==> config.mk <==
export PLATFORM = sky130hd
export DESIGN_NAME = spi_host_sequencer_flat
export DESIGN_NICKNAME = d
export VERILOG_FILES = /design/src/rtl/spi_pkg.sv /design/src/rtl/spi_host_sequencer_if.sv /design/src/rtl/spi_sck_gen.sv /design/src/rtl/spi_host_sequencer.sv /design/src/flat_wrapper.sv
export SDC_FILE = /design/constraint.sdc
export NUM_CORES = 1
export LEC_CHECK = 0
export ABC_AREA = 0
export CAP_MARGIN = 30
export CELL_PAD_IN_SITES_DETAIL_PLACEMENT = 1
export CELL_PAD_IN_SITES_GLOBAL_PLACEMENT = 1
export CORE_MARGIN = 2
export CORE_UTILIZATION = 35
export DETAILED_ROUTE_END_ITERATION = 12
export PLACE_DENSITY = 0.67
export SETUP_SLACK_MARGIN = 0.2
export SLEW_MARGIN = 15
export SYNTH_ARGS = -nofsm -noshare
export SYNTH_HDL_FRONTEND = slang
export SYNTH_SLANG_ARGS = --single-unit
==> constraint.sdc <==
create_clock -name clk -period 5.34 [get_ports clk]
set_clock_uncertainty 0.1 [all_clocks]
set_input_delay 1.335 -clock clk [delete_from_list [all_inputs] [get_ports clk]]
set_output_delay 1.335 -clock clk [all_outputs]
set_load 0.02 [all_outputs]
==> src/rtl/spi_pkg.sv <==
// Shared types and constants for the SPI host sequencer.
package spi_pkg;

   localparam int SPI_BYTE_W  = 8;
   localparam int BIT_CNT_W   = $clog2(SPI_BYTE_W);
   localparam int CLK_DIV_DEF = 4;
   localparam int LEN_W_DEF   = 4;

   typedef enum logic [2:0] {
      IDLE,
      LOAD,
      SHIFT,
      TAIL,
      GAP
   } state_e;

endpackage

==> src/rtl/spi_host_sequencer_if.sv <==
// Host-engine side of the sequencer: transaction request plus tx/rx byte streams.
interface spi_host_sequencer_if #(
   parameter int LEN_W = 4
);
   import spi_pkg::*;

   logic                  start;
   logic [LEN_W-1:0]      len;
   logic                  busy;
   logic [SPI_BYTE_W-1:0] tx_data;
   logic                  tx_valid;
   logic                  tx_ready;
   logic [SPI_BYTE_W-1:0] rx_data;
   logic                  rx_valid;
   logic                  done;

   modport master (
      output start, len, tx_data, tx_valid,
      input  busy, tx_ready, rx_data, rx_valid, done
   );

   modport slave (
      input  start, len, tx_data, tx_valid,
      output busy, tx_ready, rx_data, rx_valid, done
   );

endinterface

==> src/rtl/spi_sck_gen.sv <==
// Half-period divider: tick every CLK_DIV enabled clocks; SCK toggles on ticks when sck_en_i.
module spi_sck_gen #(
   parameter int CLK_DIV = 4
) (
   input  logic clk,
   input  logic rst_n,
   input  logic en_i,
   input  logic sck_en_i,
   output logic sck_o,
   output logic tick_o,
   output logic rise_o,
   output logic fall_o
);
   localparam int CW = (CLK_DIV > 1) ? $clog2(CLK_DIV) : 1;

   logic [CW-1:0] cnt_q, cnt_d;
   logic          sck_q, sck_d;

   assign tick_o = en_i && (cnt_q == CW'(CLK_DIV - 1));
   assign rise_o = tick_o && sck_en_i && !sck_q;
   assign fall_o = tick_o && sck_en_i && sck_q;
   assign sck_o  = sck_q;

   always_comb begin
      cnt_d = '0;
      sck_d = sck_q;
      if (en_i && !tick_o) cnt_d = cnt_q + 1'b1;
      // Dropping the enable parks SCK low so stalls never leave a stray edge.
      if (!en_i)                    sck_d = 1'b0;
      else if (tick_o && sck_en_i)  sck_d = ~sck_q;
   end

   always_ff @(posedge clk or negedge rst_n) begin
      if (!rst_n) begin
         cnt_q <= '0;
         sck_q <= 1'b0;
      end else begin
         cnt_q <= cnt_d;
         sck_q <= sck_d;
      end
   end

endmodule

==> src/rtl/spi_host_sequencer.sv <==
// Mode-0, MSB-first SPI host: sequences len bytes per CS_n assertion from a tx stream.
module spi_host_sequencer
   import spi_pkg::*;
#(
   parameter int CLK_DIV = CLK_DIV_DEF,
   parameter int LEN_W   = LEN_W_DEF
) (
   input  logic                clk,
   input  logic                rst_n,
   spi_host_sequencer_if.slave host_if,
   output logic                SCK,
   output logic                CS_n,
   output logic                COPI,
   input  logic                POCI
);
   state_e                state_q, state_d;
   logic [LEN_W-1:0]      remaining_q, remaining_d;
   logic [SPI_BYTE_W-1:0] shift_q, shift_d;
   logic [SPI_BYTE_W-1:0] rx_data_q, rx_data_d;
   logic [BIT_CNT_W-1:0]  bit_cnt_q, bit_cnt_d;
   logic                  cs_n_q, cs_n_d;
   logic                  copi_q, copi_d;
   logic                  rx_valid_q, rx_valid_d;
   logic                  done_q, done_d;
   logic                  div_en, sck_en, tick, sck_rise, sck_fall;

   assign div_en = state_q inside {SHIFT, TAIL, GAP};
   assign sck_en = (state_q == SHIFT);

   spi_sck_gen #(.CLK_DIV(CLK_DIV)) u_sck_gen (
      .clk      (clk),
      .rst_n    (rst_n),
      .en_i     (div_en),
      .sck_en_i (sck_en),
      .sck_o    (SCK),
      .tick_o   (tick),
      .rise_o   (sck_rise),
      .fall_o   (sck_fall)
   );

   assign CS_n             = cs_n_q;
   assign COPI             = copi_q;
   assign host_if.busy     = (state_q != IDLE);
   assign host_if.tx_ready = (state_q == LOAD);
   assign host_if.rx_data  = rx_data_q;
   assign host_if.rx_valid = rx_valid_q;
   assign host_if.done     = done_q;

   always_comb begin
      state_d     = state_q;
      remaining_d = remaining_q;
      shift_d     = shift_q;
      rx_data_d   = rx_data_q;
      bit_cnt_d   = bit_cnt_q;
      cs_n_d      = cs_n_q;
      copi_d      = copi_q;
      rx_valid_d  = 1'b0;
      done_d      = 1'b0;
      case (state_q)
         IDLE: if (host_if.start && host_if.len != '0) begin
            remaining_d = host_if.len;
            state_d     = LOAD;
         end
         LOAD: if (host_if.tx_valid) begin
            shift_d   = host_if.tx_data;
            copi_d    = host_if.tx_data[SPI_BYTE_W-1];
            cs_n_d    = 1'b0;
            bit_cnt_d = '0;
            state_d   = SHIFT;
         end
         SHIFT: begin
            // tx bits leave from the MSB while rx bits enter at the LSB.
            if (sck_rise) shift_d = {shift_q[SPI_BYTE_W-2:0], POCI};
            if (sck_fall) begin
               bit_cnt_d = bit_cnt_q + 1'b1;
               if (bit_cnt_q == BIT_CNT_W'(SPI_BYTE_W - 1)) begin
                  rx_data_d   = shift_q;
                  rx_valid_d  = 1'b1;
                  remaining_d = remaining_q - 1'b1;
                  state_d     = (remaining_q == LEN_W'(1)) ? TAIL : LOAD;
               end else begin
                  copi_d = shift_q[SPI_BYTE_W-1];
               end
            end
         end
         TAIL: if (tick) begin
            cs_n_d  = 1'b1;
            state_d = GAP;
         end
         GAP: if (tick) begin
            done_d  = 1'b1;
            state_d = IDLE;
         end
         default: state_d = IDLE;
      endcase
   end

   always_ff @(posedge clk or negedge rst_n) begin
      if (!rst_n) begin
         state_q     <= IDLE;
         remaining_q <= '0;
         shift_q     <= '0;
         rx_data_q   <= '0;
         bit_cnt_q   <= '0;
         cs_n_q      <= 1'b1;
         copi_q      <= 1'b0;
         rx_valid_q  <= 1'b0;
         done_q      <= 1'b0;
      end else begin
         state_q     <= state_d;
         remaining_q <= remaining_d;
         shift_q     <= shift_d;
         rx_data_q   <= rx_data_d;
         bit_cnt_q   <= bit_cnt_d;
         cs_n_q      <= cs_n_d;
         copi_q      <= copi_d;
         rx_valid_q  <= rx_valid_d;
         done_q      <= done_d;
      end
   end

endmodule
==> src/flat_wrapper.sv <==
// flat-port wrapper written by rule: the top's interface ports become plain ports
module spi_host_sequencer_flat import spi_pkg::*;
#(
   parameter int CLK_DIV = CLK_DIV_DEF,
   parameter int LEN_W   = LEN_W_DEF
)
  (clk, rst_n, SCK, CS_n, COPI, POCI, host_if_start, host_if_len, host_if_tx_data, host_if_tx_valid, host_if_busy, host_if_tx_ready, host_if_rx_data, host_if_rx_valid, host_if_done);
  spi_host_sequencer_if #(.LEN_W(LEN_W)) host_if_i ();
  input  logic clk;
  input  logic rst_n;
  output logic SCK;
  output logic CS_n;
  output logic COPI;
  input  logic POCI;
  input wire logic [$bits(host_if_i.start)-1:0] host_if_start;
  input wire logic [$bits(host_if_i.len)-1:0] host_if_len;
  input wire logic [$bits(host_if_i.tx_data)-1:0] host_if_tx_data;
  input wire logic [$bits(host_if_i.tx_valid)-1:0] host_if_tx_valid;
  output wire logic [$bits(host_if_i.busy)-1:0] host_if_busy;
  output wire logic [$bits(host_if_i.tx_ready)-1:0] host_if_tx_ready;
  output wire logic [$bits(host_if_i.rx_data)-1:0] host_if_rx_data;
  output wire logic [$bits(host_if_i.rx_valid)-1:0] host_if_rx_valid;
  output wire logic [$bits(host_if_i.done)-1:0] host_if_done;
  assign host_if_i.start = host_if_start;
  assign host_if_i.len = host_if_len;
  assign host_if_i.tx_data = host_if_tx_data;
  assign host_if_i.tx_valid = host_if_tx_valid;
  assign host_if_busy = host_if_i.busy;
  assign host_if_tx_ready = host_if_i.tx_ready;
  assign host_if_rx_data = host_if_i.rx_data;
  assign host_if_rx_valid = host_if_i.rx_valid;
  assign host_if_done = host_if_i.done;
  spi_host_sequencer #(.CLK_DIV(CLK_DIV), .LEN_W(LEN_W)) u_core (.clk(clk), .rst_n(rst_n), .host_if(host_if_i), .SCK(SCK), .CS_n(CS_n), .COPI(COPI), .POCI(POCI));
endmodule
# Word-level counts from Yosys, hierarchy flattened
# Index checks and enable logic that the tools add are counted.
[classes]
addsub = 3
multipliers = 0
n_div = 0
n_lt_le_gt_ge = 0
eq_ne = 16
shifts = 0
mux = 33
bitwise_logic = 1
n_reduce_logical = 22
[op_table]
columns = ["cell", "n"]
rows = [
  ["$mux W3", 8],
  ["$mux W8", 2],
  ["$pmux W8 S2", 1],
  ["$pmux W3 S5", 1],
  ["$mux W1", 12],
  ["$mux W4", 3],
  ["$reduce_and A3 Y1", 4],
  ["$ne A2 B1 Y1 const B", 5],
  ["$ne A2 B2 Y1 const B", 4],
  ["$pmux W4 S2", 1],
  ["$reduce_and A4 Y1", 2],
  ["$eq A3 B2 Y1 const B", 2],
  ["$eq A3 B3 Y1 const B", 2],
  ["$logic_and A1 B1 Y1", 6],
  ["$pmux W3 S2", 1],
  ["$reduce_and A6 Y1", 1],
  ["$reduce_bool A2 Y1", 3],
  ["$reduce_bool A3 Y1", 2],
  ["$eq A4 B1 Y1 const B", 1],
  ["$mux W2", 2],
  ["$pmux W1 S2", 2],
  ["$reduce_bool A4 Y1", 1],
  ["$sub A4 B1 Y4 const B", 1],
  ["$add A3 B1 Y3 const B", 1],
  ["other kinds (6)", 7],
]
[word_totals]
regBits = 33
latch_bits = 0
ramBits = 0
mem_bits_ro = 0
input_bits = 17
out_inout_bits = 15
memories = 0

# Logic depth before layout (Yosys ltp)
[logic_depth]
word_depth = 7
mapped_depth = 7
depth_no_buf = 6

# Hierarchy
# A second synthesis with hierarchy kept.
[hier_totals]
hier_cells = 165
area_unflattened_um2 = 1656.6
[modules_own_cells]
columns = ["module", "instances", "cells_per_inst", "area_each_um2"]
rows = [
  ["spi_host_sequencer", 1, 152, 1511.4],
  ["spi_sck_gen", 1, 13, 145.1],
]

# Worst setup path before layout
# OpenSTA, ideal clock, no wires.
[synth_timing]
path_type = "input-to-reg"
from = "in host_if_len[1]"
to = "reg u_core.state_q[1]"
setup_time_ns = 0.079
arrival_time_ns = 2.274
setup_slack_ns = 2.886
cell_stages = 4
n_path_buf = 0
cell_sequence = "or4_1 a2bb2oi_1 nand3_2 mux2i_1"
[synth_between]
elab_chain_len = 4
[synth_rtl]
columns = ["element", "line", "source"]
rows = [
  ["from (decl)", "flat_wrapper.sv:16", "input wire logic [$bits(host_if_i.len)-1:0] host_if_len;"],
  ["$reduce_bool A4 Y1", "spi_host_sequencer.sv:60", "IDLE: if (host_if.start && host_if.len != '0) begin"],
  ["$logic_and A1 B1 Y1", "spi_host_sequencer.sv:60", ""],
  ["$ne A2 B1 Y1 (no line)", "-", ""],
  ["$reduce_and A6 Y1 (no line)", "-", ""],
  ["to (signal assigned)", "spi_host_sequencer.sv:110", "state_q <= state_d;"],
  ["to (decl)", "spi_host_sequencer.sv:16", "state_e state_q, state_d;"],
]
# Every way passes these cells.
# A chain may end at the register's enable or synchronous reset.

# Worst setup path after layout
[layout_timing]
from = "reg u_core.state_q[0]"
to = "out host_if_tx_ready"
[layout_between]
elab_chain_len = 1
[layout_rtl]
columns = ["element", "line", "source"]
rows = [
  ["$eq A3 B1 Y1", "spi_host_sequencer.sv:44", "assign host_if.tx_ready = (state_q == LOAD);"],
  ["to (decl)", "flat_wrapper.sv:20", "output wire logic [$bits(host_if_i.tx_ready)-1:0] host_if_tx_ready;"],
]
# Every way passes these cells.

==> metrics.txt <==
status=finished clean; Max-Cap Viols=0; Floorplan Core Area=4750 µm²; synthesized area=1740 µm²; Critical Path Max Stage Delay=0.65 ns; CTS max path bufs=2; # hold bufs at CTS=0; FFs w/ async S/R, synth=100%; Worst-Margin Slew=0.711 ns; total wire length=3930 µm; post-synthesis cell count=149; final period utilization=62.0%; FP Rows=25; first-pass GRT wire length=6670 µm; drt wl/cell=15.7 µm; final hold violations=0; CP delay by family, top=buffers and inverters; Fill cells=528; Antenna Cells=0; critical path arrival=1.88 ns; Required @ worst endpoint=3.90 ns; sequential share of the synthesized area=47.4%; Starting Density=36.7%; Synth cell types=49; Avg Inst Size Synth=11.7 µm²; initial drt markers=34; Detailed Place HPWL=2880 µm; GPL Wtd Cong=0.785; EDFF count, synth=0; final setup margin=2.03 ns; Max-slew headroom=52.5%; pin count of the biggest net entering global routing=34; unrepaired setup endpoints after global routing=no; die height=74.6 µm; Syn Nets=171; Worst Setup Path Type=reg2out; I/O Pins=32; # clock sinks=33; most frequent cells in the layout=dfrtp_1 (32), clkdlybuf4s50_1 (31), o21ai_1 (13), nand2_1 (12), mux2i_1 (9); TritonCTS clock tree=done; slowest stage cell on the critical path=clkdlybuf4s50_1; via count=1238; Remaining Overflow, GRT=0; CP cell instances=nor3b_2, clkdlybuf4s50_1; CP endpoint kind=output pin; First-pass DRT Iterations=4; drc violations=0; antenna viol nets, final=0; H-tree depth=2; number of synthesized register bits=33; Placement Setup Slack=2.32 ns; WP buf/inv=1; die area=5560 µm²; Reg clk slew, reported paths=0.07 ns; prevailing post-synth register cell=dfrtp_1; Num CTS Buffers=5; yosys warns=0; Clock Latency Late Sink=0.28 ns; initial antenna violation count=0; Layout Nets=204; Area Overhead vs Synth=24.3%; IO buf count=31; Slew Viols, Final=0; Die X=74.6 µm; worst-path fanout max=13; setup TNS=0 ns; CTS resizes=0; Vias/cell=4.95; vias in the first global route=1379; clock root buffer=clkbuf_8; most common cell after layout, fill and taps aside=dfrtp_1; GRT Overall Usage=16.0%; CP Launch Type=flop; minimum clock period=3.31 ns; worst hold path class=reg2reg; static leakage=1.04 nW; fmax=302 MHz; post-CTS setup buffers=0; share of layout cells above drive strength 1=14.2%; worst vdd ir=0.000138 V; Pwr per Cell Area=213 nW/µm²; final-report setup violation count=0
worst paths after layout:
check	startpoint	to	slack, ns	depth (start not counted)
setup / recovery	u_core.state_q[0]	host_if_tx_ready	2.03	2
hold / removal	u_core.u_sck_gen.cnt_q[0]	u_core.u_sck_gen.cnt_q[0]	0.34	1
setup reg to reg	u_core.state_q[1]	u_core.remaining_q[1]	3.28	5
hold reg to reg	u_core.u_sck_gen.cnt_q[0]	u_core.u_sck_gen.cnt_q[0]	0.34	1
max in group asynchronous	rst_n	u_core.CS_n	3.42	2
min in group asynchronous	rst_n	u_core.remaining_q[3]	1.37	2
cells by family (layout without fill, tap and decap cells):
group | count (synthesis) | count (layout) | synth area share [%]
buffers and inverters | 14 | 48 | 5.60
AOI/OAI and AO/OA | 37 | 37 | 15.6
muxes | 18 | 18 | 11.0
and+or+nand+nor | 42 | 42 | 16.8
adders and majority gates | 5 | 5 | 3.59
DFF | 33 | 33 | 47.4
final cells by class:
cell class | count | area (µm²) | area share (%)
flip-flops and latches | 33 | 827 | 38.1
multi-input cells | 102 | 820 | 37.8
repair buffers | 33 | 329 | 15.2
well taps | 67 | 83.8 | 3.87
clock buffers | 6 | 72.6 | 3.35
inverters | 7 | 26.3 | 1.21
clock inverters | 2 | 10.0 | 0.462
sequential cells by signal, summed over array words and instances (netlist names):
name and count:
u_core.host_if.rx_data 8, u_core.shift_q 8, u_core.remaining_q 4, u_core.bit_cnt_q 3
u_core.state_q 3, u_core.u_sck_gen.cnt_q 2, u_core.COPI 1, u_core.CS_n 1
u_core.host_if.done 1, u_core.host_if.rx_valid 1, u_core.u_sck_gen.sck_o 1
cells in the mapped netlist (2+ instances only):
cell type  number  share of area (%)
a21oi_1         6                1.7
a22o_1          2                1.0
a22oi_1         2               0.86
and3_1          2               0.72
buf_4           2               0.86
buf_6           5                3.2
dfrtp_1        32                 46
ha_1            5                3.6
inv_1           7                1.5
mux2_1          8                5.2
mux2i_1         9                5.2
nand2_1        12                2.6
nand3_1         2               0.57
nor2_1          5                1.1
nor2b_1         3                1.1
o21ai_1        13                3.7
o22ai_1         2               0.72
report_power, final:
group	internal (W)	switching [W]	total, W	leakage [nW]
registers	0.000252	0.00000168	0.000254	0.424
clock network	0.0000903	0.0000932	0.000184	0.0450
logic	0.0000135	0.0000105	0.0000240	0.574
total	0.000356	0.000105	0.000461	1.04
per-stage QoR:
stage	total power [W]	cells	hold slack [ns]	instance area, µm²	utilization [%]
2_1_floorplan	0.000263	149	0.310	1740	-
3_3_place_gp	0.000283	241	0.321	2070	43.6
3_5_place_dp	0.000283	242	0.333	2090	43.9
4_1_cts	0.000470	250	0.342	2170	45.6
5_1_grt	0.000483	250	0.361	2170	45.6
6_report	0.000461	250	0.338	2170	45.6
layer usage:
metal,track usage [%],wire length [µm]
met1,20.9,1790
met2,25.4,1940
met3,3.39,126
met4,7.14,71
met5,0,0
worst register-to-register path, cell delays in order (launching register included):
cell and delay, ns:
dfrtp_1 0.58, nor3b_4 0.69, buf_6 0.25, nand3_1 0.08, o21ai_1 0.11, a22oi_1 0.11
Power figures use the tool's default switching activity.
